==> src/rtl/ysyx_22040127_iter_div.sv <==
// Iterative radix-2 restoring divider: quotient and remainder together, one quotient bit per cycle.
// Optional macro YSYX_22040127_DIV_FAST_ZERO_EN: a start with a zero divisor jumps straight to DONE.
module ysyx_22040127_iter_div #(
  parameter int WIDTH = 64,
  parameter int CNT_W = 7
) (
  input  logic             clk,
  input  logic             rst,
  input  logic [WIDTH-1:0] x,
  input  logic [WIDTH-1:0] y,
  input  logic             s,
  input  logic             is_div,
  input  logic             div_ack,
  input  logic             flush,
  output logic             div_ready,
  output logic [1:0]       div_state,
  output logic [WIDTH-1:0] quo,
  output logic [WIDTH-1:0] rem
);

  typedef enum logic [1:0] {
    S_IDLE = 2'b00,
    S_CALC = 2'b01,
    S_SIGN = 2'b10,
    S_DONE = 2'b11
  } state_e;

  localparam logic [CNT_W-1:0] LAST_ITER = CNT_W'(WIDTH - 1);

  state_e           r_state;
  state_e           w_next;
  logic [CNT_W-1:0] r_cnt;
  logic [WIDTH-1:0] r_prem;
  logic [WIDTH-1:0] r_dvd;
  logic [WIDTH-1:0] r_dsr;
  logic             r_neg_q;
  logic             r_neg_r;
  logic             r_y_zero;
  logic [WIDTH-1:0] r_quo;
  logic [WIDTH-1:0] r_rem;

  logic [WIDTH-1:0] w_x_abs;
  logic [WIDTH-1:0] w_y_abs;
  logic             w_y_zero;
  logic [WIDTH:0]   w_trial;
  logic             w_q_bit;
  logic [WIDTH-1:0] w_prem_nxt;

  // The most negative value negates to itself, which read as unsigned is exactly its magnitude.
  assign w_x_abs  = (s && x[WIDTH-1]) ? -x : x;
  assign w_y_abs  = (s && y[WIDTH-1]) ? -y : y;
  assign w_y_zero = (y == '0);

  // Trial subtraction needs one extra bit: the shifted partial remainder can reach 2*|y|-1.
  assign w_trial    = {r_prem, r_dvd[WIDTH-1]};
  assign w_q_bit    = (w_trial >= {1'b0, r_dsr});
  assign w_prem_nxt = w_q_bit ? WIDTH'(w_trial - {1'b0, r_dsr}) : w_trial[WIDTH-1:0];

  // NOTE: clocked state uses non-blocking assignments so every register samples pre-edge values.
  always_ff @(posedge clk) begin
    if (rst) r_state <= S_IDLE;
    else     r_state <= w_next;
  end

  always_comb begin
    // NOTE: default first so every path assigns w_next and no latch is inferred.
    w_next = r_state;
    if (flush) begin
      w_next = S_IDLE;
    end else begin
      unique case (r_state)
        S_IDLE: if (is_div) begin
`ifdef YSYX_22040127_DIV_FAST_ZERO_EN
          w_next = w_y_zero ? S_DONE : S_CALC;
`else
          w_next = S_CALC;
`endif
        end
        S_CALC: if (r_cnt == LAST_ITER) w_next = S_SIGN;
        S_SIGN: w_next = S_DONE;
        S_DONE: if (div_ack) w_next = S_IDLE;
        default: w_next = S_IDLE;
      endcase
    end
  end

  always_ff @(posedge clk) begin
    if (rst) begin
      r_cnt    <= '0;
      r_prem   <= '0;
      r_dvd    <= '0;
      r_dsr    <= '0;
      r_neg_q  <= 1'b0;
      r_neg_r  <= 1'b0;
      r_y_zero <= 1'b0;
      r_quo    <= '0;
      r_rem    <= '0;
    end else if (!flush) begin
      unique case (r_state)
        S_IDLE: if (is_div) begin
          r_cnt    <= '0;
          r_prem   <= '0;
          r_dvd    <= w_x_abs;
          r_dsr    <= w_y_abs;
          r_neg_q  <= s & (x[WIDTH-1] ^ y[WIDTH-1]);
          r_neg_r  <= s & x[WIDTH-1];
          r_y_zero <= w_y_zero;
`ifdef YSYX_22040127_DIV_FAST_ZERO_EN
          if (w_y_zero) begin
            r_quo <= '1;
            r_rem <= x;
          end
`endif
        end
        S_CALC: begin
          r_prem <= w_prem_nxt;
          r_dvd  <= {r_dvd[WIDTH-2:0], w_q_bit};
          r_cnt  <= r_cnt + CNT_W'(1);
        end
        S_SIGN: begin
          // A zero divisor leaves an all-ones quotient that must not be negated.
          r_quo <= (r_neg_q && !r_y_zero) ? -r_dvd : r_dvd;
          r_rem <= r_neg_r ? -r_prem : r_prem;
        end
        default: ;
      endcase
    end
  end

  assign div_ready = (r_state == S_DONE);
  assign div_state = r_state;
  assign quo       = r_quo;
  assign rem       = r_rem;

endmodule

==> config.mk <==
export PLATFORM = sky130hd
export DESIGN_NAME = ysyx_22040127_iter_div
export DESIGN_NICKNAME = d
export VERILOG_FILES = /design/src/rtl/ysyx_22040127_iter_div.sv
export SDC_FILE = /design/constraint.sdc
export NUM_CORES = 1
export LEC_CHECK = 0
export BUFFER_PORTS_ARGS = -buffer_cell sky130_fd_sc_hd__buf_2
export CORE_MARGIN = 2
export CORE_UTILIZATION = 55
export CTS_BUF_LIST = sky130_fd_sc_hd__clkbuf_4 sky130_fd_sc_hd__clkbuf_8 sky130_fd_sc_hd__clkbuf_16
export CTS_CLUSTER_DIAMETER = 200
export DETAILED_ROUTE_END_ITERATION = 12
export PLACE_DENSITY = 0.76
export SETUP_SLACK_MARGIN = 0.2
export SLEW_MARGIN = 20
export SYNTH_ARGS = -nofsm -noshare
export SYNTH_HDL_FRONTEND = slang
export SYNTH_SLANG_ARGS = --single-unit
export TNS_END_PERCENT = 10
==> constraint.sdc <==
create_clock -name clk -period 4 [get_ports clk]
set_clock_uncertainty 0.2 [all_clocks]
set_input_delay 0.6 -clock clk [delete_from_list [all_inputs] [get_ports clk]]
set_output_delay 0.6 -clock clk [all_outputs]
set_load 0.1 [all_outputs]
==> flow_summary.json <==
{
  "maxCapViolCount": 0,
  "yosys_register_bits": 332,
  "floorplan.io_pins": 265,
  "startpoint_type_of_the_worst_setup_path": "flop",
  "tightestPinTransition_ns": 1.056,
  "path_clk_slew_ns": 0.05,
  "grt_pass1_wl_microns": 112200,
  "chipWidth_microns": 203.1,
  "synth_cell_types": 83,
  "max_stage_delay_ns": 0.56,
  "list_of_cells_traversed_by_the_critical_path": "or4_4 -> or3_4 -> or4_4 -> nor3_4 -> nand3_2 -> or3_4 -> nor3_4 -> a21oi_1 -> xnor2_1 -> a211oi_1",
  "leakagePower_nw": 10.28,
  "hp-start": "y[1]",
  "synth_area_leaders": "sky130_fd_sc_hd__dfxtp_1 (30%), sky130_fd_sc_hd__nand2_1 (6.6%), sky130_fd_sc_hd__xor2_1 (6.3%), sky130_fd_sc_hd__a21oi_1 (6.1%), sky130_fd_sc_hd__nor2_1 (5.7%)",
  "syn-mean-instance-area_sq_um": 7.459,
  "grt_remaining_overflow": 0,
  "final-hold-violation-count": 0,
  "cts.path.max_buffers": 3,
  "crit_buf_inv": 0,
  "tritoncts_buffers": 40,
  "cp_slowest_cell": "sky130_fd_sc_hd__or4_4",
  "clock_tree.root_cell": "sky130_fd_sc_hd__clkbuf_16",
  "cts_hold_repair.buffers": 0,
  "route.detailed.vias_per_inst": 6.041,
  "sequential_cell_area_sq_um": 6650,
  "gate_family_responsible_for_the_most_delay_along_the_worst_path": "simple AND/OR/NAND/NOR gates",
  "synth_top_cell_area_share_pct": 30.49,
  "post-place-cells": 3620,
  "max_freq_ghz": 0.2644,
  "status": "finished clean",
  "preCtsSetupSlack_ns": 0.02584,
  "reg2reg_setup_slack_ns": 0.22,
  "yosys-top-cells-count": "sky130_fd_sc_hd__nand2_1 (385), sky130_fd_sc_hd__dfxtp_1 (332), sky130_fd_sc_hd__nor2_1 (331), sky130_fd_sc_hd__a21oi_1 (265), sky130_fd_sc_hd__o21ai_0 (213)",
  "worst_slack_ns": 0.2185,
  "rsz0062_at_grt": "true",
  "r2r-start": "r_dvd[16]$_SDFFE_PP0P_",
  "min_to": "r_dsr[1]$_SDFFE_PP0P_",
  "final.period_utilization_pct": 94.54,
  "detail_route.iter0.violations": 1970,
  "area_of_the_mapped_netlist_sq_um": 21800,
  "initial_antenna_violation_count": 15,
  "slew-limit-headroom_pct": 29.57,
  "synth-edff-count": 0,
  "grt.total_usage_pct": 33.81,
  "final.fill_count": 3467,
  "multi_input_comb_area_sq_um": 14180,
  "critical_path_peak_fanout": 7,
  "area.growth.synth_to_final_pct": 16.61,
  "placed_area_sq_um": 23940,
  "fin_area_sq_um": 25420,
  "fin_hold_ws_ns": 0.1473,
  "post-dp-hpwl_microns": 54400,
  "hp-class": "in -> reg",
  "ir_drop_v": 0.0002963,
  "report.final.slew_viol_count": 0,
  "start_util_pct": 56.01,
  "reg2reg_depth": 10,
  "globalplace.congestion": 0.9817,
  "final_layout_size_suffix_gt1_share_pct": 15.98,
  "tns_ns": 0,
  "synth.largest_area_cell": "sky130_fd_sc_hd__dfxtp_1",
  "yosys.cell_count.top_type": "sky130_fd_sc_hd__nand2_1",
  "syn-instance-count": 2922,
  "layout.cells.non_filler": 3704,
  "period_needed_ns": 3.782,
  "report.final.setup_viol": 0,
  "detailed_route_via_count": 22380,
  "htreeDepth": 2,
  "worstSkewPairLatency_ns": 0.58,
  "layout.nets": 3357,
  "power.density_cell_area_nw_per_um2": 349.3,
  "placement.io_buffers": 264,
  "drt_first_pass_iters": 5,
  "grt_pass1_vias": 20780,
  "clock_sink_count": 332,
  "critPathCaptureType": "flop",
  "totalWireLength_microns": 72510,
  "tritoncts": "done",
  "synthesis.nets": 3130,
  "grt_start_max_net_pins": 113,
  "final_antenna_net_count": 0,
  "yosysWarnings": 0,
  "drc": 0,
  "floorplan.core_area_sq_um": 38920,
  "rows": 72,
  "crit_arrival_ns": 4.04,
  "regToRegEndpoint": "quo[50]$_SDFFE_PP0P_",
  "die-height_microns": 203.1,
  "critPathKind": "reg -> reg",
  "whs_path_depth": 3,
  "ys_async_sr_fraction_pct": 0,
  "dieArea_sq_um": 41240,
  "critPathRequiredTime_ns": 4.26,
  "synth-seq-area-share_pct": 30.49,
  "ys_dominant_reg_cell": "sky130_fd_sc_hd__dfxtp_1",
  "route.detailed.wl_per_inst_microns": 19.58
}
-- worst max-delay path by stage --
| stage | slack, ns | end | from | depth (start not counted) |
|---|---|---|---|---|
| finish | 0.22 | quo[50]$_SDFFE_PP0P_ | r_dvd[16]$_SDFFE_PP0P_ | 10 |
| global route | 0.11 | quo[62]$_SDFFE_PP0P_ | r_dvd[16]$_SDFFE_PP0P_ | 11 |
| CTS | 0.12 | r_prem[62]$_SDFFE_PP0P_ | r_dvd[63]$_SDFFE_PP0P_ | 17 |
| detailed placement | 0.03 | r_prem[4]$_SDFFE_PP0P_ | r_dsr[1]$_SDFFE_PP0P_ | 15 |
| global placement | 0.1 | r_prem[3]$_SDFFE_PP0P_ | r_dsr[1]$_SDFFE_PP0P_ | 16 |
| floorplan | 0.45 | r_dvd[60]$_SDFFE_PP0P_ | x[16] | 9 |
-- cells in the final DEF, fill, tap and decap left out, drive strengths merged, types with 98 or more instances in the layout --
master	synthesis	routed
nand2	386	386
inv	95	98
a21oi	265	265
xnor2	128	128
nor2	334	334
xor2	156	156
dfxtp	332	332
a211oi	145	145
buf	33	368
o21ai	216	216
-- routing by layer --
layer	part of all wire, %	track usage, %	up-vias
li1	-	-	10840
met1	44	46.00	10500
met2	45	53.17	888
met3	7.4	5.634	136
met4	3.4	13.97	8
met5	0.070	0	-
-- metrics by stage --
step / utilization, % / power (mW)
after floorplan: - / 4.733
after global placement: 61.51 / 5.252
after detailed placement: 61.51 / 5.272
after CTS: 64.86 / 8.869
after global routing: 65.28 / 9.196
final: 65.31 / 8.878
-- worst reg2reg max path, delay by kind of cell (launching register included) --
| family | cells | cell delay [ns] |
|---|---|---|
| AO/OA/AOI/OAI | 2 | 0.42 |
| XOR/XNOR | 1 | 0.19 |
| flip-flops | 1 | 0.35 |
| AND/OR/NAND/NOR | 7 | 2.51 |
-- power breakdown --
part | switching [mW] | leakage [nW] | total, mW | internal [mW]
Clock | 1.48 | 0.645 | 3.61 | 2.13
Combinational | 1.13 | 6.94 | 1.73 | 0.600
Sequential | 0.120 | 2.69 | 3.54 | 3.42
-- area by class of cell --
type,instances,share of cell area [%]
Antenna cell,13,0.1280
Clock buffer,59,4.864
Clock inverter,7,0.1920
Inverter,95,1.403
Multi-Input combinational cell,2310,55.81
Sequential cell,332,26.17
Tap cell,518,2.550
Timing Repair Buffer,370,8.891
-- sequential cells by signal, indices dropped and copies added, names as in the netlist --
name / count
r_dsr: 64
div_state: 2
r_y_zero: 1
quo: 64
rem: 64
r_cnt: 7
r_prem: 64
r_dvd: 64
r_neg_q: 1
r_neg_r: 1
-- repair_timing --
item                                   CTS  global route
gates resized for setup                  3            19
setup endpoints to repair               54            76
setup buffers                            0             4
cloned                                   0             1
pin swaps                                0             8
endpoints found under the hold margin    0             0
-- logic make-up after synthesis --
| logic type | after synthesis | synth area share (%) |
|---|---|---|
| adder cells (fa/ha/maj) | 74 | 4.282 |
| flip-flops | 332 | 30.49 |
| AND/OR/NAND/NOR | 1041 | 21.92 |
| multiplexers | 38 | 1.745 |
| XOR/XNOR | 284 | 11.41 |
| AO/OA/AOI/OAI | 873 | 25.10 |
| buffers and inverters | 280 | 5.052 |
(Power assumes the default switching activity.)
